==> config.mk <==
export PLATFORM = sky130hd
export DESIGN_NAME = mem_bus_arbiter_flat
export DESIGN_NICKNAME = d
export VERILOG_FILES = /design/src/rtl/mem_bus_arbiter_if.sv /design/src/rtl/mem_bus_arbiter.sv /design/src/flat_wrapper.sv
export SDC_FILE = /design/constraint.sdc
export NUM_CORES = 1
export LEC_CHECK = 0
export CAP_MARGIN = 20
export CORE_AREA = 2 2 120 122
export CTS_CLUSTER_SIZE = 10
export DETAILED_ROUTE_END_ITERATION = 8
export DIE_AREA = 0 0 122 124
export HOLD_SLACK_MARGIN = 0.05
export PLACE_DENSITY_LB_ADDON = 0.15
export SLEW_MARGIN = 20
export SYNTH_ARGS = -nofsm -noshare
export SYNTH_HDL_FRONTEND = slang
export SYNTH_SLANG_ARGS = --single-unit
==> constraint.sdc <==
create_clock -name clk -period 4.02 [get_ports clk]
set_clock_uncertainty 0.2 [all_clocks]
set_input_delay 0.603 -clock clk [delete_from_list [all_inputs] [get_ports clk]]
set_output_delay 0.603 -clock clk [all_outputs]
set_load 0.01 [all_outputs]
==> src/rtl/mem_bus_arbiter_if.sv <==
// Memory data bus bundle shared by the CPU core, DMA/debug loader and the MMU-fronted port.
// master drives the request (addr/wdata/access/len); slave returns rdata/ready/err.
interface mem_bus_arbiter_if #(
  parameter int ADDR_W = 32,
  parameter int DATA_W = 32
);
  logic [ADDR_W-1:0] addr;
  logic [DATA_W-1:0] wdata;
  logic [1:0]        access;
  logic [1:0]        len;
  logic [DATA_W-1:0] rdata;
  logic              ready;
  logic              err;

  modport master (output addr, wdata, access, len, input rdata, ready, err);
  modport slave  (input addr, wdata, access, len, output rdata, ready, err);
endinterface

==> src/rtl/mem_bus_arbiter.sv <==
// Two-master round-robin arbiter for the memory data bus; grant held per transaction.
// Optional slave-wait timeout enabled by defining MEM_BUS_ARB_TIMEOUT_EN.
module mem_bus_arbiter #(
  parameter int ADDR_W  = 32,
  parameter int DATA_W  = 32,
  parameter int TIMEOUT = 255
) (
  input  logic                clk,
  input  logic                res,
  mem_bus_arbiter_if.slave    m0,
  mem_bus_arbiter_if.slave    m1,
  mem_bus_arbiter_if.master   s,
  output logic [1:0]          grant
);

  typedef enum logic [1:0] {
    OWN_NONE = 2'd0,
    OWN_M0   = 2'd1,
    OWN_M1   = 2'd2
  } ownerE;

  ownerE             owner, nextOwner;
  logic              last, nextLast;     // 1 = master 1 served last
  logic              req0, req1, ownerReq, done, timeoutHit;
  logic [ADDR_W-1:0] selAddr;
  logic [DATA_W-1:0] selWdata;
  logic [1:0]        selAccess, selLen;

  // Ties go to the master that was not served last.
  function automatic ownerE pick(input logic r0, input logic r1, input logic lastM1);
    if (r0 && r1) return lastM1 ? OWN_M0 : OWN_M1;
    if (r0)       return OWN_M0;
    if (r1)       return OWN_M1;
    return OWN_NONE;
  endfunction

  always_comb begin
    // NOTE: every always_comb output gets a default first so no path can infer a latch.
    selAddr   = '0;
    selWdata  = '0;
    selAccess = 2'b00;
    selLen    = 2'b00;
    ownerReq  = 1'b0;
    req0      = (m0.access != 2'b00);
    req1      = (m1.access != 2'b00);
    case (owner)
      OWN_M0: begin
        selAddr = m0.addr; selWdata = m0.wdata; selAccess = m0.access; selLen = m0.len;
        ownerReq = req0;
      end
      OWN_M1: begin
        selAddr = m1.addr; selWdata = m1.wdata; selAccess = m1.access; selLen = m1.len;
        ownerReq = req1;
      end
      default: ;
    endcase
    done = (owner != OWN_NONE) && (s.ready || s.err);
  end

  always_comb begin
    nextOwner = owner;
    nextLast  = last;
    if (owner == OWN_NONE) begin
      nextOwner = pick(req0, req1, last);
    end else if (done) begin
      // Re-arbitrate in the completion cycle so a waiting master sees no bubble.
      nextLast  = (owner == OWN_M1);
      nextOwner = pick(req0, req1, owner == OWN_M1);
    end else if (timeoutHit) begin
      nextLast  = (owner == OWN_M1);
      nextOwner = OWN_NONE;
    end else if (!ownerReq) begin
      nextOwner = OWN_NONE;
    end
  end

  always_ff @(posedge clk) begin
    // NOTE: sequential state uses non-blocking assignments so all registers update together.
    if (res) begin
      owner <= OWN_NONE;
      last  <= 1'b1;
    end else begin
      owner <= nextOwner;
      last  <= nextLast;
    end
  end

`ifdef MEM_BUS_ARB_TIMEOUT_EN
  localparam int CNT_W = (TIMEOUT > 255) ? 16 : 8;
  logic [CNT_W-1:0] waitCnt;

  // waitCnt counts completed waiting cycles, so the TIMEOUT-th waiting cycle is the one that errors.
  assign timeoutHit = (owner != OWN_NONE) && !done && (waitCnt == CNT_W'(TIMEOUT - 1));

  always_ff @(posedge clk) begin
    if (res) begin
      waitCnt <= '0;
    end else if ((nextOwner != owner) || done) begin
      waitCnt <= '0;
    end else if (owner != OWN_NONE) begin
      waitCnt <= waitCnt + CNT_W'(1);
    end
  end
`else
  // Without the feature the arbiter waits indefinitely; the compare is constant false.
  assign timeoutHit = (TIMEOUT < 0);
`endif

  assign s.addr   = selAddr;
  assign s.wdata  = selWdata;
  assign s.access = timeoutHit ? 2'b00 : selAccess;
  assign s.len    = selLen;

  assign m0.rdata = s.rdata;
  assign m1.rdata = s.rdata;

  // Ready wins over err; nothing is reported while reset is asserted.
  assign m0.ready = (owner == OWN_M0) && s.ready && !res;
  assign m1.ready = (owner == OWN_M1) && s.ready && !res;
  assign m0.err   = (owner == OWN_M0) && !res && ((s.err && !s.ready) || timeoutHit);
  assign m1.err   = (owner == OWN_M1) && !res && ((s.err && !s.ready) || timeoutHit);

  assign grant = {owner == OWN_M1, owner == OWN_M0};

endmodule

==> src/flat_wrapper.sv <==
// flat-port wrapper written by rule: the top's interface ports become plain ports
module mem_bus_arbiter_flat 
#(
  parameter int ADDR_W  = 32,
  parameter int DATA_W  = 32,
  parameter int TIMEOUT = 255
)
  (clk, res, grant, m0_addr, m0_wdata, m0_access, m0_len, m0_rdata, m0_ready, m0_err, m1_addr, m1_wdata, m1_access, m1_len, m1_rdata, m1_ready, m1_err, s_addr, s_wdata, s_access, s_len, s_rdata, s_ready, s_err);
  mem_bus_arbiter_if #(.ADDR_W(ADDR_W), .DATA_W(DATA_W)) m0_i ();
  mem_bus_arbiter_if #(.ADDR_W(ADDR_W), .DATA_W(DATA_W)) m1_i ();
  mem_bus_arbiter_if #(.ADDR_W(ADDR_W), .DATA_W(DATA_W)) s_i ();
  input  logic clk;
  input  logic res;
  output logic [1:0] grant;
  input wire logic [$bits(m0_i.addr)-1:0] m0_addr;
  input wire logic [$bits(m0_i.wdata)-1:0] m0_wdata;
  input wire logic [$bits(m0_i.access)-1:0] m0_access;
  input wire logic [$bits(m0_i.len)-1:0] m0_len;
  output wire logic [$bits(m0_i.rdata)-1:0] m0_rdata;
  output wire logic [$bits(m0_i.ready)-1:0] m0_ready;
  output wire logic [$bits(m0_i.err)-1:0] m0_err;
  input wire logic [$bits(m1_i.addr)-1:0] m1_addr;
  input wire logic [$bits(m1_i.wdata)-1:0] m1_wdata;
  input wire logic [$bits(m1_i.access)-1:0] m1_access;
  input wire logic [$bits(m1_i.len)-1:0] m1_len;
  output wire logic [$bits(m1_i.rdata)-1:0] m1_rdata;
  output wire logic [$bits(m1_i.ready)-1:0] m1_ready;
  output wire logic [$bits(m1_i.err)-1:0] m1_err;
  output wire logic [$bits(s_i.addr)-1:0] s_addr;
  output wire logic [$bits(s_i.wdata)-1:0] s_wdata;
  output wire logic [$bits(s_i.access)-1:0] s_access;
  output wire logic [$bits(s_i.len)-1:0] s_len;
  input wire logic [$bits(s_i.rdata)-1:0] s_rdata;
  input wire logic [$bits(s_i.ready)-1:0] s_ready;
  input wire logic [$bits(s_i.err)-1:0] s_err;
  assign m0_i.addr = m0_addr;
  assign m0_i.wdata = m0_wdata;
  assign m0_i.access = m0_access;
  assign m0_i.len = m0_len;
  assign m0_rdata = m0_i.rdata;
  assign m0_ready = m0_i.ready;
  assign m0_err = m0_i.err;
  assign m1_i.addr = m1_addr;
  assign m1_i.wdata = m1_wdata;
  assign m1_i.access = m1_access;
  assign m1_i.len = m1_len;
  assign m1_rdata = m1_i.rdata;
  assign m1_ready = m1_i.ready;
  assign m1_err = m1_i.err;
  assign s_addr = s_i.addr;
  assign s_wdata = s_i.wdata;
  assign s_access = s_i.access;
  assign s_len = s_i.len;
  assign s_i.rdata = s_rdata;
  assign s_i.ready = s_ready;
  assign s_i.err = s_err;
  mem_bus_arbiter #(.ADDR_W(ADDR_W), .DATA_W(DATA_W), .TIMEOUT(TIMEOUT)) u_core (.clk(clk), .res(res), .m0(m0_i), .m1(m1_i), .s(s_i), .grant(grant));
endmodule
Word-level counts from Yosys, hierarchy flattened
Cells that the tools add are included.

Equality and inequality tests: 3. Multiplexer cells: 40. Bitwise logic cells: 1. Reductions and logical operators: 19.

Operator list (number): $pmux W32 S2 (2); $mux W2 (17); $mux W1 (18); $logic_and A1 B1 Y1 (11); $pmux W2 S2 (2); $reduce_bool A2 Y1 (3); $ne A3 B3 Y1 const B (1); $eq A2 B1 Y1 const B (1); $eq A2 B2 Y1 const B (1); $logic_not A1 Y1 (2); $logic_not A2 Y1 (1); $pmux W1 S2 (1); $reduce_and A2 Y1 (1); $logic_or A1 B1 Y1 (1); $not A1 Y1 (1).

Register bits after elaboration: 3. Input bits: 172. Output and inout port bits: 138. Word-level logic and storage cells: 65.

Logic depth before layout (Yosys ltp)
Depth after elaboration: 17. Mapped depth: 7. Gate-level depth less buffers: 5.

Worst setup path before layout
OpenSTA, ideal clock, no wires.

Path type: flip-flop to output port. From: register u_core.owner[0]. To: output s_addr[28]. Arrival: 1430 ps. Data required time: 3217 ps. Path slack: 1787 ps. Stages on the path, launching flop included: 6. Path buffers: 2. Cell sequence: dfxtp_1 > inv_1 > ha_1 > clkbuf_1 > clkbuf_1 > nor2b_1.

Cells in the longest elaborated chain, start to end: 2. Elaborated cells between the ends (all ways): 3. Those cells by class: eq/ne: 2; mux: 1.

Ends and longest elaborated chain: start, declared (line mem_bus_arbiter.sv:22) `ownerE owner, nextOwner;`; start signal, assigned (line mem_bus_arbiter.sv:83) `owner <= nextOwner;`; $eq A2 B2 Y1 / $eq A2 B1 Y1 (equally long branches) (line mem_bus_arbiter.sv:46) `case (owner)`; $pmux W32 S2 * (line mem_bus_arbiter.sv:46); end, declared (line flat_wrapper.sv:29) `output wire logic [$bits(s_i.addr)-1:0] s_addr;`.

Mark *: on every way between the ends. The rest lies on a longest branch, timed or not.

Worst setup path after layout
From: register u_core.owner[1]. To: output s_addr[20].

The elaborated chain is that of the path after synthesis.

==> impl_results.md <==
- Slowest stage cell, crit path: ha_2
- Num ports: 310
- TritonCTS Sinks: 3
- Initial DRC count: 82
- Via count: 2295
- Met1 Usage GRT: 0.113
- Syn Inst Count: 255
- Area leader, netlist: a22oi_1
- Req. time, crit path: 3.22 ns
- Final hold vios: 0
- Met3 usage: 0.0261
- Die height: 124 um
- Crit path max fanout: 36
- Avg Inst Size Synth: 7.09 um^2
- Worst Path Buf+Inv: 3
- Endpoint class of the critical path: output pin
- Clock Tree Buf Depth: 2
- Reg2reg start: u_core.owner[1]$_SDFFE_PP0P_
- Static Leak: 1.18 nW
- Final core occ: 0.272
- CTS buffer count: 3
- Power per Cell Area: 226 mW/mm^2
- Initial antenna violation count: 0
- First-pass GRT wire length: 12.7 mm
- Fin crit share: 0.797
- Drt first pass iters: 4
- Slew @ Worst Pin: 0.541 ns
- Root buf cell: clkbuf_16
- Critical Path Stages: 5
- Hold Crit Class: reg2reg
- Row count: 43
- Synth Warn #: 0
- CTS-repair resized insts: 0
- CTS Hold Bufs: 0
- Clk slew on worst S/H paths: 0.03 ns
- Slew headroom: 0.640
- Design Area, Final: 0.00373 mm^2
- Placed wire-length estimate: 7.30 mm
- GRT met2 Usage: 0.210
- R2R depth: 6
- H-tree Lvls: 1
- Layout cells sized above 1: 0.0385
- # diodes: 0
- Worst setup startpoint: u_core.owner[1]$_SDFFE_PP0P_
- Drt drc: 0
- Dpl cell area: 0.00365 mm^2
- Crit-path cells: inv_1, ha_2, buf_12, nor2b_1, clkdlybuf4s50_1
- Vias in the first global route: 2323
- Vias/cell: 4.03
- Die area: 0.0151 mm^2
- CP Launch Type: flop
- Mapped Area: 0.00181 mm^2
- Largest net degree at the start of global routing: 38
- Hold Path Depth: 2
- Routed WL per cell: 16.0 um
- Critical path's top delay family: buffers and inverters
- Nets@finish: 568
- Top cells by area, synth: a22oi_1, buf_4, nor2b_1
- Max-slew violations: 0
- Max incr delay on CP: 0.69 ns
- Maximum VDD drop: 0.000109 V
- Die Wd: 122 um
- Post-synth net total: 432
- Fmax: 312 MHz
- Synth Register Bits: 3
- DRT antenna net count: 0
- CTS tree: done
- Gr usage total: 0.107
- Setup bufs post-CTS: 0
- Fin crit period: 3.20 ns
- Final setup violation count: 0
- Wirelength, routed: 9.13 mm
- Cell variety after synth: 21
- RSZ-0062 raised after global routing: false
- Initial core utilization: 0.132
- Core footprint: 0.0137 mm^2
- Status: completed
- Kind of critical path: reg2out
- Area Overhead vs Synth: 106%
- CP arrival: 2.40 ns
- Post-synth top area share: 0.282
- Clock Latency Late Sink: 0.23 ns
- GR Overflow Total: 0
- Sequential fraction of the synthesis area: 0.0332
- Global placer's final weighted congestion: 0.724
- Max Cap Viol: 0
- Setup TNS: 0 ns
- Critical hold path startpoint: u_core.owner[0]$_SDFFE_PP0P_
- Busiest grt layer: met2
- Port buffer count: 213
-- worst reg2reg max path: stages, from the launching register on --
cell and delay [ns]:
dfxtp_1 0.38, inv_1 0.11, ha_2 0.69, buf_12 0.26
nor4b_1 0.39, o211ai_1 0.18, a21oi_2 0.13
-- kinds of logic after synthesis --
kind of cell	share of synthesized area
AND/OR/NAND/NOR	0.278
buffers and inverters	0.322
flip-flops	0.0332
AO/OA/AOI/OAI	0.325
multiplexers	0.00830
adder cells (fa/ha/maj)	0.0346
-- state kept, by name, indices dropped and copies added (netlist names) --
register      flops
u_core.owner      2
u_core.last       1
-- area by class of cell --
type | count | area (um^2)
fillers | 1482 | 9990
repair buffers | 218 | 2180
multi-input cells | 163 | 1170
well taps | 180 | 225
clock buffers | 4 | 78.8
flip-flops and latches | 3 | 60.1
inverters | 2 | 7.51
-- placed cells by master (no fill, tap or decap) --
cell type,Yosys,final
ha_1,5,2
inv_1,2,2
nor2b_1,68,68
a22oi_1,68,68
o21a_1,3,3
nor3_1,1,1
a21oi_2,1,1
a211o_1,2,2
or2_2,1,1
a21oi_1,1,1
clkbuf_1,17,1
o211ai_1,3,3
clkdlybuf4s50_1,0,213
or3_2,1,1
dfxtp_1,3,3
nor4bb_1,2,2
buf_12,0,1
nor4b_1,1,1
buf_4,64,4
and3b_1,2,2
clkbuf_16,0,3
ha_2,0,3
mux2_4,1,1
nor2_1,3,3
-- metal layers --
metal | part of all wire | wire (um)
met5 | 0 | 0
met3 | 0.092 | 838
met1 | 0.35 | 3180
met4 | 0.014 | 125
met2 | 0.55 | 4980
-- metrics by stage --
stage,setup WS [ns],hold WS [ns],power [mW],cells
floorplan,1.79,0.292,0.405,255
global placement,0.990,0.331,0.695,566
detailed placement,0.970,0.342,0.693,566
CTS,0.727,0.348,0.860,570
global route,0.616,0.368,0.907,570
finish,0.815,0.341,0.841,570
-- final timing paths --
path,endpoint,slack (ns)
max,s_addr[20],0.82
min,u_core.owner[0]$_SDFFE_PP0P_,0.34
max reg2reg,u_core.owner[1]$_SDFFE_PP0P_,1.61
min reg2reg,u_core.owner[0]$_SDFFE_PP0P_,0.34
-- power by group --
part	internal (mW)	total (mW)	leakage [nW]	switching, mW
registers	0.0347	0.0392	0.0249	0.00447
clock network	0.131	0.161	0.0382	0.0299
logic	0.380	0.641	1.12	0.261
total	0.546	0.841	1.18	0.295
-- synth_stat cells --
library cell / number
inv_1: 2
and3b_1: 2
nor2b_1: 68
nor4bb_1: 2
a22oi_1: 68
a211o_1: 2
o211ai_1: 3
a21oi_1: 1
or2_2: 1
nor2_1: 3
dfxtp_1: 3
ha_1: 5
nor3_1: 1
a21oi_2: 1
clkbuf_1: 17
buf_4: 64
mux2_4: 1
o21a_1: 3
nor4b_1: 1
buf_2: 6
or3_2: 1
No activity file was read; power rests on OpenSTA's default activity.
